`config.mk`:
```
export PLATFORM = sky130hd
export DESIGN_NAME = rr_onehot_arbiter
export DESIGN_NICKNAME = d
export VERILOG_FILES = /design/src/rtl/rr_onehot_arbiter.sv
export SDC_FILE = /design/constraint.sdc
export NUM_CORES = 1
export LEC_CHECK = 0
export ABC_AREA = 1
export CAP_MARGIN = 20
export CORE_MARGIN = 2
export CORE_UTILIZATION = 55
export CTS_BUF_LIST = sky130_fd_sc_hd__clkbuf_4 sky130_fd_sc_hd__clkbuf_8 sky130_fd_sc_hd__clkbuf_16
export CTS_CLUSTER_SIZE = 24
export DETAILED_ROUTE_END_ITERATION = 6
export PLACE_DENSITY = 0.79
export SLEW_MARGIN = 25
export SYNTH_ARGS = -nofsm -noshare
export SYNTH_HDL_FRONTEND = slang
export SYNTH_SLANG_ARGS = --single-unit
```
`constraint.sdc`:
```
create_clock -name clk -period 4.02 [get_ports clk]
set_input_delay 0.804 -clock clk [delete_from_list [all_inputs] [get_ports clk]]
set_output_delay 0.804 -clock clk [all_outputs]
set_load 0.05 [all_outputs]
```
`src/rtl/rr_onehot_arbiter.sv`:
```
// Round-robin arbiter: registered one-hot and binary grant, held until done_i or withdrawal.
// Optional macro ARB_TIMEOUT_EN revokes a grant after MAX_HOLD cycles and pulses timeout_o.
module rr_onehot_arbiter #(
    parameter int NUM_REQ  = 16,
    parameter int ID_W     = 4,
    parameter int MAX_HOLD = 8
) (
    input  logic               clk,
    input  logic               reset_n,
    input  logic [NUM_REQ-1:0] req_i,
    input  logic               done_i,
    output logic [NUM_REQ-1:0] gnt_o,
    output logic [ID_W-1:0]    gnt_id_o,
    output logic               gnt_valid_o,
    output logic               timeout_o
);
    typedef enum logic {IDLE = 1'b0, BUSY = 1'b1} state_t;

    state_t             state, state_nxt;
    logic [ID_W-1:0]    ptr, ptr_nxt, id_nxt, win;
    logic               valid_nxt, found, natural_rel, rel, expire;
    logic [NUM_REQ-1:0] gnt_nxt;

    if (ID_W != $clog2(NUM_REQ) || MAX_HOLD < 2) begin : g_param_check
        $error("rr_onehot_arbiter: inconsistent parameters");
    end

    // Scan descending and overwrite so the first set bit at or after start wins.
    function automatic logic [ID_W:0] pick(input logic [NUM_REQ-1:0] cand,
                                           input logic [ID_W-1:0]    start);
        logic [ID_W:0] res;
        int            k;
        res = '0;
        for (int i = NUM_REQ - 1; i >= 0; i--) begin
            k = int'(start) + i;
            if (k >= NUM_REQ) k = k - NUM_REQ;
            if (cand[k[ID_W-1:0]]) res = {1'b1, k[ID_W-1:0]};
        end
        return res;
    endfunction

    function automatic logic [ID_W-1:0] next_id(input logic [ID_W-1:0] id);
        return (id == ID_W'(NUM_REQ - 1)) ? '0 : id + ID_W'(1);
    endfunction

`ifdef ARB_TIMEOUT_EN
    localparam int HOLD_W = (MAX_HOLD > 2) ? $clog2(MAX_HOLD) : 1;

    logic [HOLD_W-1:0] hold;
    logic              tout_nxt;

    assign expire   = (state == BUSY) && (hold == HOLD_W'(MAX_HOLD - 1));
    assign tout_nxt = expire && !natural_rel;

    always_ff @(posedge clk or negedge reset_n) begin
        if (!reset_n) begin
            hold      <= '0;
            timeout_o <= 1'b0;
        end else begin
            hold      <= (state == BUSY && !rel) ? hold + HOLD_W'(1) : '0;
            timeout_o <= tout_nxt;
        end
    end
`else
    assign expire    = 1'b0;
    assign timeout_o = 1'b0;
`endif

    always_comb begin
        state_nxt    = state;
        ptr_nxt      = ptr;
        id_nxt       = gnt_id_o;
        valid_nxt    = gnt_valid_o;
        {found, win} = pick(req_i, ptr);
        natural_rel  = done_i || !req_i[gnt_id_o];
        rel          = 1'b0;
        case (state)
            IDLE: begin
                if (found) begin
                    id_nxt    = win;
                    valid_nxt = 1'b1;
                    state_nxt = BUSY;
                end
            end
            BUSY: begin
                rel = natural_rel || expire;
                if (rel) begin
                    // The released owner is excluded only for this handoff.
                    ptr_nxt      = next_id(gnt_id_o);
                    {found, win} = pick(req_i & ~(NUM_REQ'(1) << gnt_id_o), ptr_nxt);
                    if (found) begin
                        id_nxt    = win;
                        valid_nxt = 1'b1;
                    end else begin
                        id_nxt    = '0;
                        valid_nxt = 1'b0;
                        state_nxt = IDLE;
                    end
                end
            end
            default: state_nxt = IDLE;
        endcase
        gnt_nxt = valid_nxt ? (NUM_REQ'(1) << id_nxt) : '0;
    end

    always_ff @(posedge clk or negedge reset_n) begin
        if (!reset_n) begin
            state       <= IDLE;
            ptr         <= '0;
            gnt_o       <= '0;
            gnt_id_o    <= '0;
            gnt_valid_o <= 1'b0;
        end else begin
            state       <= state_nxt;
            ptr         <= ptr_nxt;
            gnt_o       <= gnt_nxt;
            gnt_id_o    <= id_nxt;
            gnt_valid_o <= valid_nxt;
        end
    end
endmodule

```
[Yosys cells after proc, flatten, opt, wreduce, memory -nomap -nowiden]
Cells that the tools add are included.
Storage, ports and cells
  bits in registers: 26
  input port bits: 19
Cells by class
  mux-type cells: 177
  $lt $le $gt $ge: 65
  $add $sub $neg: 63
  reductions and logical operators: 3
  equality and inequality tests: 1
  shift operators: 2
  bitwise operators: 3
Operators with widths (count)
  2-to-1 mux 4 bit: 68
  2-to-1 mux 5 bit: 34
  less-than comparator 4 x 5 -> 1 bit, second input constant: 33
  greater-or-equal comparator 5 bit, second input constant: 30
  binary-select mux 1 bit (select 4 bit): 33
  subtractor 4 x 1 -> 4 bit, second input constant: 32
  adder 4 x 4 -> 5 bit, second input constant: 16
  adder 4 x 3 -> 5 bit, second input constant: 8
  2-to-1 mux 1 bit: 38
  << shifter 1 x 4 -> 16 bit, first input constant: 2
  adder 4 x 2 -> 5 bit, second input constant: 4
  bitwise AND 16 bit: 1
  2-to-1 mux 16 bit: 1
  NOT 16 bit: 1
  adder 4 x 1 -> 5 bit, second input constant: 2
  greater-or-equal comparator 4 x 5 -> 1 bit, second input constant: 2
  one-hot mux 4 bit (2 select lines): 1
  adder 4 x 1 -> 4 bit, second input constant: 1
  equality test 4 bit, second input constant: 1
  one-hot mux 1 bit (2 select lines): 2
  AND reduction 2 bit: 1
  zero test 1 bit: 1
  logical OR 1 bit: 1
  NOT 1 bit: 1

[Logic depth before layout (Yosys ltp)]
Gate-level depths: netlist of run 1.
  depth in word-level cells: 32
  depth in mapped cells: 37
  gate-level depth less buffers: 35

[Worst setup path after synthesis of run 1]
Ideal clock, no wire load.
  path type: register to register
  start point: register gnt_id_o[0]
  end point: register gnt_o[12]
  arrival time: 4185 ps
  setup slack: -292 ps
  buffers on the path: 4
  cell stages (with the launch flop): 36
  library setup time: 128 ps
  path through: dfrtp_1 > inv_2 > buf_2 > clkbuf_1 > ha_1 > inv_2 > clkbuf_1 > ha_1 > clkbuf_1 > inv_1 > nand3_1 > nand3_1 > nand2_2 > nor2_1 > a21oi_1 > nand2_1 > nand2_1 > nand2_1 > nand2_1 > nand2_1 > nand2_1 > nand2_1 > nand2_1 > nand2_1 > nand2_1 > nand2_1 > nand2_1 > nand2_1 > nand2_1 > nand2_1 > nand2_1 > nand2_1 > nand2_2 > nand2_2 > nand2_1 > nor2_1
Between the ends
  word-level cells in the longest chain between the ends: 32
RTL lines
  start: declaration: line 13  | output logic [ID_W-1:0] gnt_id_o,
  start signal: assignment: line 117  | gnt_id_o <= id_nxt;
  adder 4 x 1 -> 4 bit or equality test 4 bit (tied branches): line 43  | return (id == ID_W'(NUM_REQ - 1)) ? '0 : id + ID_W'(1);
  2-to-1 mux 4 bit: line 43
  adder 4 x 4 -> 5 bit: line 35  | k = int'(start) + i;
  subtractor 4 x 1 -> 4 bit or greater-or-equal comparator 5 bit (tied branches): line 36  | if (k >= NUM_REQ) k = k - NUM_REQ;
  2-to-1 mux 4 bit: line 36
  2-to-1 mux 4 bit: line 87  | if (rel) begin
  2-to-1 mux 4 bit: line 77  | case (state)
  binary-select mux 1 bit (select 4 bit): line 37  | if (cand[k[ID_W-1:0]]) res = {1'b1, k[ID_W-1:0]};
  (+18 left out)
  2-to-1 mux 5 bit: line 77
  2-to-1 mux 4 bit: line 91  | if (found) begin
  2-to-1 mux 4 bit (*): line 87
  one-hot mux 4 bit (2 select lines) (*): line 77
  net id_nxt[2]: line 20  | logic [ID_W-1:0] ptr, ptr_nxt, id_nxt, win;
  << shifter 1 x 4 -> 16 bit (*): line 103  | gnt_nxt = valid_nxt ? (NUM_REQ'(1) << id_nxt) : '0;
  2-to-1 mux 16 bit (*): line 103
  net gnt_nxt[12]: line 22  | logic [NUM_REQ-1:0] gnt_nxt;
  end signal: assignment: line 116  | gnt_o <= gnt_nxt;
  end: declaration: line 12  | output logic [NUM_REQ-1:0] gnt_o,
The timed path passes the listed nets; every way through them passes the cells marked *. The select of a mux whose other input is x is not followed.
A chain may end at the register's enable or synchronous reset.

[Worst setup path after layout of run 1]
  start point: register gnt_id_o[1]
  end point: register gnt_o[0]
Between the ends
  word-level cells in the longest chain between the ends: 32
RTL lines (line)
  adder 4 x 1 -> 4 bit or equality test 4 bit (tied branches): 43
  2-to-1 mux 4 bit: 43
  adder 4 x 4 -> 5 bit: 35
  subtractor 4 x 1 -> 4 bit or greater-or-equal comparator 5 bit (tied branches): 36
  2-to-1 mux 4 bit: 36
  2-to-1 mux 4 bit: 87
  2-to-1 mux 4 bit: 77
  binary-select mux 1 bit (select 4 bit): 37
  (+17 left out)
  2-to-1 mux 5 bit: 87
  2-to-1 mux 5 bit: 77
  2-to-1 mux 4 bit: 91
  2-to-1 mux 4 bit: 87
  one-hot mux 4 bit (2 select lines): 77
  << shifter 1 x 4 -> 16 bit: 103
  2-to-1 mux 16 bit (*): 103
  net gnt_nxt[0]: 22
Marks and branches as above.

==> flow_metrics.env, run 1 <==
export IMPL_grt_pass1_wl_mm=24.1
export IMPL_via_count=6035
export IMPL_grt_start_max_net_pins=29
export IMPL_async_reset_ff_frac=1.00
export IMPL_r2r_end="gnt_o[0]"
export IMPL_fp_dieW_um=97.6
export IMPL_post_route_period_util=0.918
export IMPL_nets=1002
export IMPL_fmax_mhz=271
export IMPL_cts_tree="done"
export IMPL_fin_util=0.660
export IMPL_cts_sinks=26
export IMPL_synth_top_area_share=0.275
export IMPL_std_cell_rows=34
export IMPL_r2r_start="gnt_id_o[1]"
export IMPL_hold_violations=0
export IMPL_first_global_vias=5241
export IMPL_ctsRootBufferMaster="clkbuf_8"
export IMPL_clockBufferDepth=2
export IMPL_synthesis_area_sq_um=4820
export IMPL_synth_fp_nets=940
export IMPL_synth_edff_count=0
export IMPL_clk_pin_slew_worst_paths_ps=80
export IMPL_drive_gt1_frac=0.117
export IMPL_worst_ep_required_time_ps=4210
export IMPL_die_y_um=97.6
export IMPL_cpMostUsedCell="nand2_1"
export IMPL_crit_end="gnt_o[0]"
export IMPL_rrSetupSlack_ps=330
export IMPL_ff2ff_path_depth=30
export IMPL_ant_nets=0
export IMPL_period_minus_slack_ps=3690
export IMPL_wirelength_mm=14.9
export IMPL_grt_antenna_before_repair=0
export IMPL_wl_per_cell_um=13.9
export IMPL_crit_path_end_kind="register"
export IMPL_cp_arrival_ps=3880
export IMPL_setup_viol=0
export IMPL_startpoint_type="register"
export IMPL_syn_inst=901
export IMPL_core_sq_um=8590
export IMPL_synth_flop_cell="dfrtp_1"
export IMPL_drtIter0Drc=572
export IMPL_ioPinCount=41
export IMPL_maxCapViolCount=0
export IMPL_final_common_cell="nand2_1"
export IMPL_port_buffers=39
export IMPL_status="finished clean"
export IMPL_initial_utilization=0.561
export IMPL_drt_pass1_iter_count=7
export IMPL_syn2layout_area_growth_pct=17.6
export IMPL_placedInstanceArea_sq_um=5530
export IMPL_fin_area_sq_um=5670
export IMPL_cts_hold_fix_buffers=0
export IMPL_layout_common_cells="nand2_1, nand3_1, a21oi_1, inv_1, o21ai_0"
export IMPL_gp_congestion=1.02
export IMPL_worstMarginPinSlew_ps=536
export IMPL_fin_setup_tns_ps=0
export IMPL_yosys_top_cells_area="nand2_1, nand3_1, dfrtp_1"
export IMPL_yosysWarningCount=0
export IMPL_fin_skew_ps=10.9
export IMPL_slew_headroom=0.642
export IMPL_hold_class="input port to asynchronous set/reset pin"
export IMPL_vias_per_cell=5.64
export IMPL_max_stage_delay_ps=450
export IMPL_diodes=0
export IMPL_overflow=0
export IMPL_ys_seq_area_frac=0.135
export IMPL_cts_buffers=3
export IMPL_drc_errors=0
export IMPL_crit_path_start="gnt_id_o[1]"
export IMPL_final_max_slew_violation_count=0
export IMPL_dp_hpwl_mm=11.8
export IMPL_cts_htree_levels=1
export IMPL_synth_top_area_cell="nand2_1"
export IMPL_whs_ps=503
export IMPL_setup_worst_path_class="register to register"
export IMPL_insertion_delay_ps=270
export IMPL_syn_mean_instance_area_sq_um=5.35
export IMPL_synth_seq_cells=26
export IMPL_slowest_stage="dfrtp_2"
export IMPL_synth_distinct_cells=38
export IMPL_cp_max_fo=8
export IMPL_grt_use_total=0.300
export IMPL_die_area_sq_um=9530
cells in the mapped netlist, types with 2 or more instances:
cell type    n
mux2i_1      6
ha_1        20
buf_6        2
nand2_1    353
or2_1        2
nor4_1       3
nor2_2       3
buf_2       14
o21a_1       2
clkbuf_1     5
nand4_1      5
nand2_4      2
clkinv_1     3
inv_1       66
buf_4        4
o21ai_1     20
o21ai_0     49
nor2_1      45
xnor2_1      2
a21oi_1     79
nand3_1    134
xnor2_2      4
inv_2       17
xor2_2       2
dfrtp_1     26
a31oi_1      7
xor2_1       5
nand2_2     11
area by class of cell:
class	instances	area (sq um)
Timing Repair Buffer	84	736
Clock buffer	4	48.8
Multi-Input combinational cell	762	3770
Inverter	86	325
Fill cell	835	2920
Tap cell	108	135
Sequential cell	26	653
flip-flops by register name (all words and copies together) (netlist names):
register and count:
gnt_id_o 4, ptr 4, gnt_o 16, gnt_valid_o 1, state 1
critical path, delay by kind of cell (launching register included):
family / cells / cell delay [ps]
simple gates: 19 / 1560
fa+ha+maj: 3 / 760
flops: 1 / 450
compound gates: 4 / 390
buf+inv: 3 / 240
xor+xnor: 1 / 200
through the flow:
stage | cells | worst slack (ps)
global route | 1070 | -28.0
CTS | 1069 | 172
detailed placement | 1065 | 88.7
global placement | 1065 | 138
finish | 1070 | 331
floorplan | 901 | 29.7
metal layers:
layer	GRT usage	vias up	wire, um
met5	0	-	0
met4	0.0609	0	230
met3	0.0396	32	1490
met2	0.468	278	6390
met1	0.445	2665	6800
li1	-	3060	-
worst min path at each step:
stage | startpoint | to | slack (ps) | depth (start not counted)
final | reset_n | state | 500 | 1
after global routing | reset_n | gnt_o[2] | 550 | 1
after CTS | reset_n | state | 530 | 1
after detailed placement | ptr[0] | ptr[0] | 590 | 2
after global placement | ptr[0] | ptr[0] | 580 | 2
after floorplan | reset_n | gnt_id_o[0] | 510 | 0
timing repair:
action                     4_1_cts  5_1_grt
setup buffers                    0        1
setup endpoints to repair        0       17
resized for setup                0       22
kinds of logic (layout without fill, tap and decap cells):
kind of cell               after synthesis  count (layout)  share of synthesized area
and+or+nand+nor                        561             561                      0.490
xor gates and xnor gates                14              14                     0.0387
adders and majority gates               20              20                     0.0519
buffers and inverters                  113             174                      0.100
other                                    1               1                   0.000777
muxes                                    6               6                     0.0125
DFF                                     26              26                      0.135
AOI/OAI and AO/OA                      160             160                      0.171
Power of run 1 is not shown: default switching activity piles up to over one toggle a cycle in this logic, so the estimate is an artifact.
==> run 2: changes to the inputs <==
--- a/config.mk
+++ b/config.mk
@@ -12,6 +12,7 @@
 export CTS_BUF_LIST = sky130_fd_sc_hd__clkbuf_4 sky130_fd_sc_hd__clkbuf_8 sky130_fd_sc_hd__clkbuf_16
 export CTS_CLUSTER_SIZE = 24
 export DETAILED_ROUTE_END_ITERATION = 6
+export GPL_TIMING_DRIVEN = 0
 export PLACE_DENSITY = 0.79
 export SLEW_MARGIN = 25
 export SYNTH_ARGS = -nofsm -noshare
==> run 2 against run 1 <==
Flip-flop and latch count did not move. Via count rose by 1.8%. Register-to-register slack got worse by 90 ps. Non-clock buffer count fell by 4. Worst hold slack improved by 0.55 ps. Routed wire length rose by 6.2%. Core utilization rose by 2.4 points. Clock skew rose by 0.97 ps. Sequential share of layout area fell by 0.36 points.
==> flow_metrics.env, run 2 (synthesized netlist as in run 1, its figures left out) <==
export IMPL_status="finished clean"
export IMPL_nFillCells=823
export IMPL_die_area_sq_um=9530
export IMPL_fin_setup_tns_ps=0
export IMPL_core_sq_um=8590
export IMPL_post_route_period_util=0.939
export IMPL_reg_top3="gnt_o (16), gnt_id_o (4), ptr (4)"
export IMPL_worst_ep_required_time_ps=4170
export IMPL_first_global_vias=5157
export IMPL_via_count=6145
export IMPL_setup_viol=0
export IMPL_gp_congestion=1.02
export IMPL_grt_start_max_net_pins=27
export IMPL_worstMarginPinSlew_ps=547
export IMPL_fin_util=0.684
export IMPL_slew_headroom=0.635
export IMPL_startpoint_type="register"
export IMPL_cts_buffers=3
export IMPL_maxCapViolCount=0
export IMPL_clockBufferDepth=2
export IMPL_clk_pin_slew_worst_paths_ps=90
export IMPL_grt_use_total=0.308
export IMPL_ioPinCount=41
export IMPL_insertion_delay_ps=270
export IMPL_cp_max_fo=19
export IMPL_layout_common_cells="nand2_1, nand3_1, a21oi_1, inv_1, o21ai_0"
export IMPL_syn2layout_area_growth_pct=21.8
export IMPL_largest_reg_flops=16
export IMPL_diodes=0
export IMPL_layout_setup_ws_ps=245
export IMPL_initial_utilization=0.561
export IMPL_cts_htree_levels=1
export IMPL_wl_per_cell_um=14.9
export IMPL_fmax_mhz=265
export IMPL_ctsRootBufferMaster="clkbuf_8"
export IMPL_std_cell_rows=34
export IMPL_final_common_cell="nand2_1"
export IMPL_cp_arrival_ps=3930
export IMPL_wirelength_mm=15.8
export IMPL_hold_class="input port to asynchronous set/reset pin"
export IMPL_port_buffers=39
export IMPL_vias_per_cell=5.77
export IMPL_instances_no_fill=1065
export IMPL_drive_gt1_frac=0.150
export IMPL_cts_sinks=26
export IMPL_fp_dieW_um=97.6
export IMPL_period_minus_slack_ps=3770
export IMPL_crit_path_end_kind="register"
export IMPL_grt_pass1_wl_mm=24.5
export IMPL_placed_cells=1048
export IMPL_nets=998
export IMPL_overflow=0
export IMPL_final_max_slew_violation_count=0
export IMPL_drc_errors=0
export IMPL_grt_antenna_before_repair=0
export IMPL_post_place_ws_ps=-751
export IMPL_dp_hpwl_mm=11.8
export IMPL_fin_skew_ps=11.9
export IMPL_hold_violations=0
export IMPL_ant_nets=0
export IMPL_die_y_um=97.6
export IMPL_cts_tree="done"
export IMPL_drt_pass1_iter_count=5
export IMPL_setup_worst_path_class="register to register"
export IMPL_regMostFlops="gnt_o"
export IMPL_drtIter0Drc=541
[run 2: cell count changes in the layout (fill, tap and decap cells not counted), sizes merged]
cell,delta
buf,-7
clkbuf,+2
clkinvlp,+1
inv,-1
[run 2: per-stage QoR]
step,hold slack (ps),area [sq um]
6_report,504,5880
5_1_grt,543,5880
4_1_cts,529,5470
3_5_place_dp,599,5350
3_3_place_gp,604,5360
2_1_floorplan,508,4830
[run 2: area by class of cell]
type                            instances  area [sq um]  area share
Clock buffer                            3          41.3     0.00703
Buffer                                 25           226      0.0385
Timing Repair Buffer                   55           509      0.0867
Multi-Input combinational cell        762          3970       0.676
Tap cell                              108           135      0.0230
Inverter                               86           337      0.0573
Sequential cell                        26           656       0.112
[run 2: worst paths after layout]
check / start / to / slack, ps / cells past startpoint
max in group asynchronous: reset_n / gnt_id_o[0] / 3110 / 1
max reg2reg: ptr[0] / gnt_o[4] / 250 / 22
min in group clk: state / state / 660 / 1
max: ptr[0] / gnt_o[4] / 250 / 22
min: reset_n / gnt_o[6] / 500 / 1
min reg2reg: state / state / 660 / 1
[run 2: critical path, cell delays in order, from the launching register on]
cell and delay (ps):
dfrtp_1 440, inv_2 70, buf_8 150, ha_1 280
clkbuf_4 210, inv_2 80, buf_6 150, nand2_1 60
o21ai_0 100, nand2_1 100, nand2_1 60, nand2_1 110
nand2_2 130, or4_4 570, nor4_2 260, nand2_2 130
buf_4 160, clkinv_1 70, nand2_1 50, nand4_1 130
nand2_1 100, nand2_2 160, nor2_1 70
[run 2: per-layer routing]
metal / global-route usage / share of wire / vias up
li1: - / - / 3060
met1: 0.471 / 0.45 / 2716
met2: 0.459 / 0.43 / 336
met3: 0.0432 / 0.10 / 33
met4: 0.0652 / 0.017 / 0
met5: 0 / 0 / -
[run 2: timing repair]
item	CTS	global route
resized for setup	18	87
hold endpoints to repair	0	0
setup buffers	2	14
hold buffers	0	0
endpoints found under the setup margin	22	19
pin swaps	0	17
Power of run 2 is left out for the same reason.
==> run 3: changes to the inputs <==
--- a/config.mk
+++ b/config.mk
@@ -12,7 +12,7 @@
 export CTS_BUF_LIST = sky130_fd_sc_hd__clkbuf_4 sky130_fd_sc_hd__clkbuf_8 sky130_fd_sc_hd__clkbuf_16
 export CTS_CLUSTER_SIZE = 24
 export DETAILED_ROUTE_END_ITERATION = 6
-export GPL_TIMING_DRIVEN = 0
+export GPL_TIMING_DRIVEN = 1
 export PLACE_DENSITY = 0.79
 export SLEW_MARGIN = 25
 export SYNTH_ARGS = -nofsm -noshare
==> constraint.sdc (replaced) <==
create_clock -name clk -period 3.1 [get_ports clk]
set_input_delay 0.62 -clock clk [delete_from_list [all_inputs] [get_ports clk]]
set_output_delay 0.62 -clock clk [all_outputs]
set_load 0.05 [all_outputs]
==> run 3 against run 2 <==
The flow now stops in global routing (5_1_grt). Area after synthesis stayed put. Synthesized cell count stayed put.
==> flow_metrics.env, run 3 <==
export IMPL_status="stopped before the end"
export IMPL_failed_stage="global routing (5_1_grt)"
export IMPL_stop_error="[ERROR GRT-0232] Routing congestion too high. Check the congestion heatmap in the GUI."
export IMPL_ys_seq_area_frac=0.135
export IMPL_synth_distinct_cells=38
export IMPL_fp_dieW_um=97.6
export IMPL_syn_mean_instance_area_sq_um=5.35
export IMPL_grt_use_total=1.07
export IMPL_yosysMostFrequentCell="nand2_1"
export IMPL_port_buffers=39
export IMPL_crit_endpoint="gnt_o[13]$_DFF_PN0_/D"
export IMPL_worst_path_end_type="register data pin"
export IMPL_yosysWarningCount=0
export IMPL_grt_start_max_net_pins=27
export IMPL_synth_fp_nets=940
export IMPL_ioPinCount=41
export IMPL_placed_cells=1199
export IMPL_async_reset_ff_frac=1.00
export IMPL_placedInstanceArea_sq_um=6670
export IMPL_syn_inst=901
export IMPL_cts_sinks=26
export IMPL_dp_hpwl_mm=14.9
export IMPL_synth_edff_count=0
export IMPL_std_cell_rows=34
export IMPL_synth_commonest_cells="nand2_1, nand3_1, a21oi_1"
export IMPL_cts_htree_levels=1
export IMPL_synth_flop_cell="dfrtp_1"
export IMPL_synth_seq_cells=26
export IMPL_cts_hold_fix_buffers=0
export IMPL_synth_top_area_cell="nand2_1"
export IMPL_overflow=1054
export IMPL_die_y_um=97.6
export IMPL_cts_buffers=3
export IMPL_clockBufferDepth=2
export IMPL_synth_top_area_share=0.275
export IMPL_gp_congestion=1.04
export IMPL_synthesis_area_sq_um=4820
export IMPL_ctsRootBufferMaster="clkbuf_8"
export IMPL_initial_utilization=0.561
export IMPL_yosys_top_cells_area="nand2_1, nand3_1, dfrtp_1"
[run 3: cell counts after synthesis]
No cell type changed its count.
[run 3: timing repair]
| item | in CTS |
|---|---|
| setup buffers | 27 |
| gates resized for setup | 185 |
| setup endpoints to repair | 22 |
| cloned | 2 |
| pin swaps | 52 |
[run 3: kinds of logic after synthesis]
family / after synthesis / synth area share
xor+xnor: 14 / 0.0387
other cells: 1 / 0.000777
mux: 6 / 0.0125
fa+ha+maj: 20 / 0.0519
compound gates: 160 / 0.171
buf+inv: 113 / 0.100
simple gates: 561 / 0.490
flops: 26 / 0.135
[run 3: per-stage QoR]
stage	setup WS (ps)	TNS, ps
after global placement	-629	-11650
after detailed placement	-673	-12470
after floorplan	-348	-5870
after CTS	-309	-5350
[run 3: routing by layer]
layer,overflow,track usage
met5,0,0.418
met1,7,0.940
met3,11,0.802
met4,236,1.19
met2,800,1.42
==> run 4: changes to the inputs <==
--- a/config.mk
+++ b/config.mk
@@ -8,12 +8,10 @@
 export ABC_AREA = 1
 export CAP_MARGIN = 20
 export CORE_MARGIN = 2
-export CORE_UTILIZATION = 55
-export CTS_BUF_LIST = sky130_fd_sc_hd__clkbuf_4 sky130_fd_sc_hd__clkbuf_8 sky130_fd_sc_hd__clkbuf_16
-export CTS_CLUSTER_SIZE = 24
+export CORE_UTILIZATION = 40
 export DETAILED_ROUTE_END_ITERATION = 6
 export GPL_TIMING_DRIVEN = 1
-export PLACE_DENSITY = 0.79
+export PLACE_DENSITY_LB_ADDON = 0.15
 export SLEW_MARGIN = 25
 export SYNTH_ARGS = -nofsm -noshare
 export SYNTH_HDL_FRONTEND = slang
==> constraint.sdc (replaced) <==
create_clock -name clk -period 4.03 [get_ports clk]
set_input_delay 0.806 -clock clk [delete_from_list [all_inputs] [get_ports clk]]
set_output_delay 0.806 -clock clk [all_outputs]
set_load 0.05 [all_outputs]
==> run 4 against run 3 <==
The run now ends clean.
==> flow_metrics.env, run 4 (synthesized netlist as in run 1, its figures left out) <==
export IMPL_slowest_stage="dfrtp_2"
export IMPL_insertion_delay_ps=260
export IMPL_worst_ep_required_time_ps=4210
export IMPL_status="finished clean"
export IMPL_fin_util=0.485
export IMPL_drt_pass1_iter_count=5
export IMPL_max_stage_delay_ps=400
export IMPL_crit_path_start="gnt_id_o[0]"
export IMPL_maxCapViolCount=0
export IMPL_cts_sinks=26
export IMPL_first_global_vias=5194
export IMPL_gp_congestion=0.918
export IMPL_grt_use_total=0.239
export IMPL_drc_errors=0
export IMPL_fmax_mhz=268
export IMPL_syn2layout_area_growth_pct=19.7
export IMPL_layout_common_cells="nand2_1, nand3_1, a21oi_1, inv_1, buf_4"
export IMPL_worstMarginPinSlew_ps=532
export IMPL_clk_pin_slew_worst_paths_ps=60
export IMPL_startpoint_type="register"
export IMPL_core_sq_um=11900
export IMPL_cts_tree="done"
export IMPL_grt_start_max_net_pins=29
export IMPL_hold_class="input port to asynchronous set/reset pin"
export IMPL_largest_reg_flops=16
export IMPL_grt_antenna_before_repair=0
export IMPL_initial_utilization=0.405
export IMPL_final_common_cell="nand2_1"
export IMPL_cp_max_fo=11
export IMPL_overflow=0
export IMPL_fin_area_sq_um=5770
export IMPL_nFillCells=1361
export IMPL_period_minus_slack_ps=3740
export IMPL_path_buf_inv=4
export IMPL_cts_buffers=3
export IMPL_nets=1006
export IMPL_fin_skew_ps=6.57
export IMPL_cts_htree_levels=1
export IMPL_vias_per_cell=5.26
export IMPL_r2r_start="gnt_id_o[0]"
export IMPL_clockBufferDepth=2
export IMPL_cp_arrival_ps=3920
export IMPL_crit_path_end_kind="register"
export IMPL_regMostFlops="gnt_o"
export IMPL_std_cell_rows=40
export IMPL_setup_worst_path_class="register to register"
export IMPL_grt_pass1_wl_mm=25.4
export IMPL_wirelength_mm=15.9
export IMPL_wl_per_cell_um=14.3
export IMPL_crit_chain="ha_1 > ha_1 > inv_1 > nand2_4 > xor2_1 > buf_4 > inv_2 > nand3_1 > nand3_1 > nand2_1 > nor4_1 > nand2_1 > nor2_1 > nand4_1 > nand2_1 > a21oi_1 > nand2_1 > nand2_1 > nand2_2 > inv_2 > nor2_2 > nand3_1 > nor2_1"
export IMPL_whs_ps=522
export IMPL_ioPinCount=41
export IMPL_drive_gt1_frac=0.116
export IMPL_die_y_um=114
export IMPL_cp_top_family="simple AND/OR/NAND/NOR gates"
export IMPL_placedInstanceArea_sq_um=5580
export IMPL_fp_dieW_um=114
export IMPL_via_count=5856
export IMPL_hold_violations=0
export IMPL_cpMostUsedCell="nand2_1"
export IMPL_slew_headroom=0.646
export IMPL_final_max_slew_violation_count=0
export IMPL_port_buffers=39
export IMPL_setup_viol=0
export IMPL_ctsRootBufferMaster="clkbuf_16"
export IMPL_drtIter0Drc=517
export IMPL_die_area_sq_um=13000
export IMPL_diodes=0
export IMPL_reg_top3="gnt_o (16), gnt_id_o (4), ptr (4)"
export IMPL_ant_nets=0
export IMPL_dp_hpwl_mm=12.8
export IMPL_post_route_period_util=0.927
==> run 4: path summary, 6_finish.rpt <==
check                      cells past startpoint       end  slack [ps]
hold reg to reg                                2    ptr[0]         590
min in group clk                               2    ptr[0]         590
max in group asynchronous                      2  gnt_o[0]        3040
setup reg to reg                              23  gnt_o[2]         290
hold / removal                                 1  gnt_o[6]         520
setup / recovery                              23  gnt_o[2]         290
==> run 4: worst register-to-register path, delay by kind of cell (launching register included) <==
kind / cells / cell delay, ps
XOR/XNOR: 1 / 170
adder cells (fa/ha/maj): 2 / 570
flip-flops: 1 / 400
AO/OA/AOI/OAI: 1 / 60
buffers and inverters: 4 / 450
AND/OR/NAND/NOR: 15 / 2030
==> run 4: through the flow <==
stage               setup WS (ps)  instances  setup TNS (ps)
finish                        293       1113               0
detailed placement           82.1       1105               0
floorplan                    2.88        901               0
CTS                           122       1109               0
global placement             65.3       1105               0
global route                -54.7       1113            -195
==> run 4: final cells by class <==
| cell class | count | area, sq um | share of cell area |
|---|---|---|---|
| inverters | 86 | 324 | 0.0561 |
| multi-input cells | 762 | 3780 | 0.655 |
| clock buffers | 4 | 78.8 | 0.0137 |
| well taps | 147 | 184 | 0.0319 |
| repair buffers | 88 | 753 | 0.131 |
| flip-flops and latches | 26 | 653 | 0.113 |
==> run 4: metal layers <==
layer,up-vias,routed length (um),global-route usage
li1,3066,-,-
met1,2622,8170,0.372
met2,156,6690,0.369
met3,12,897,0.0186
met4,0,115,0.0341
met5,-,0,0
==> run 4: what timing repair did <==
item                       CTS  global route
gates resized for setup      0            23
setup buffers                0             4
setup endpoints to repair    0            16
hold buffers                 0             0
Power of run 4 is left out for the same reason.
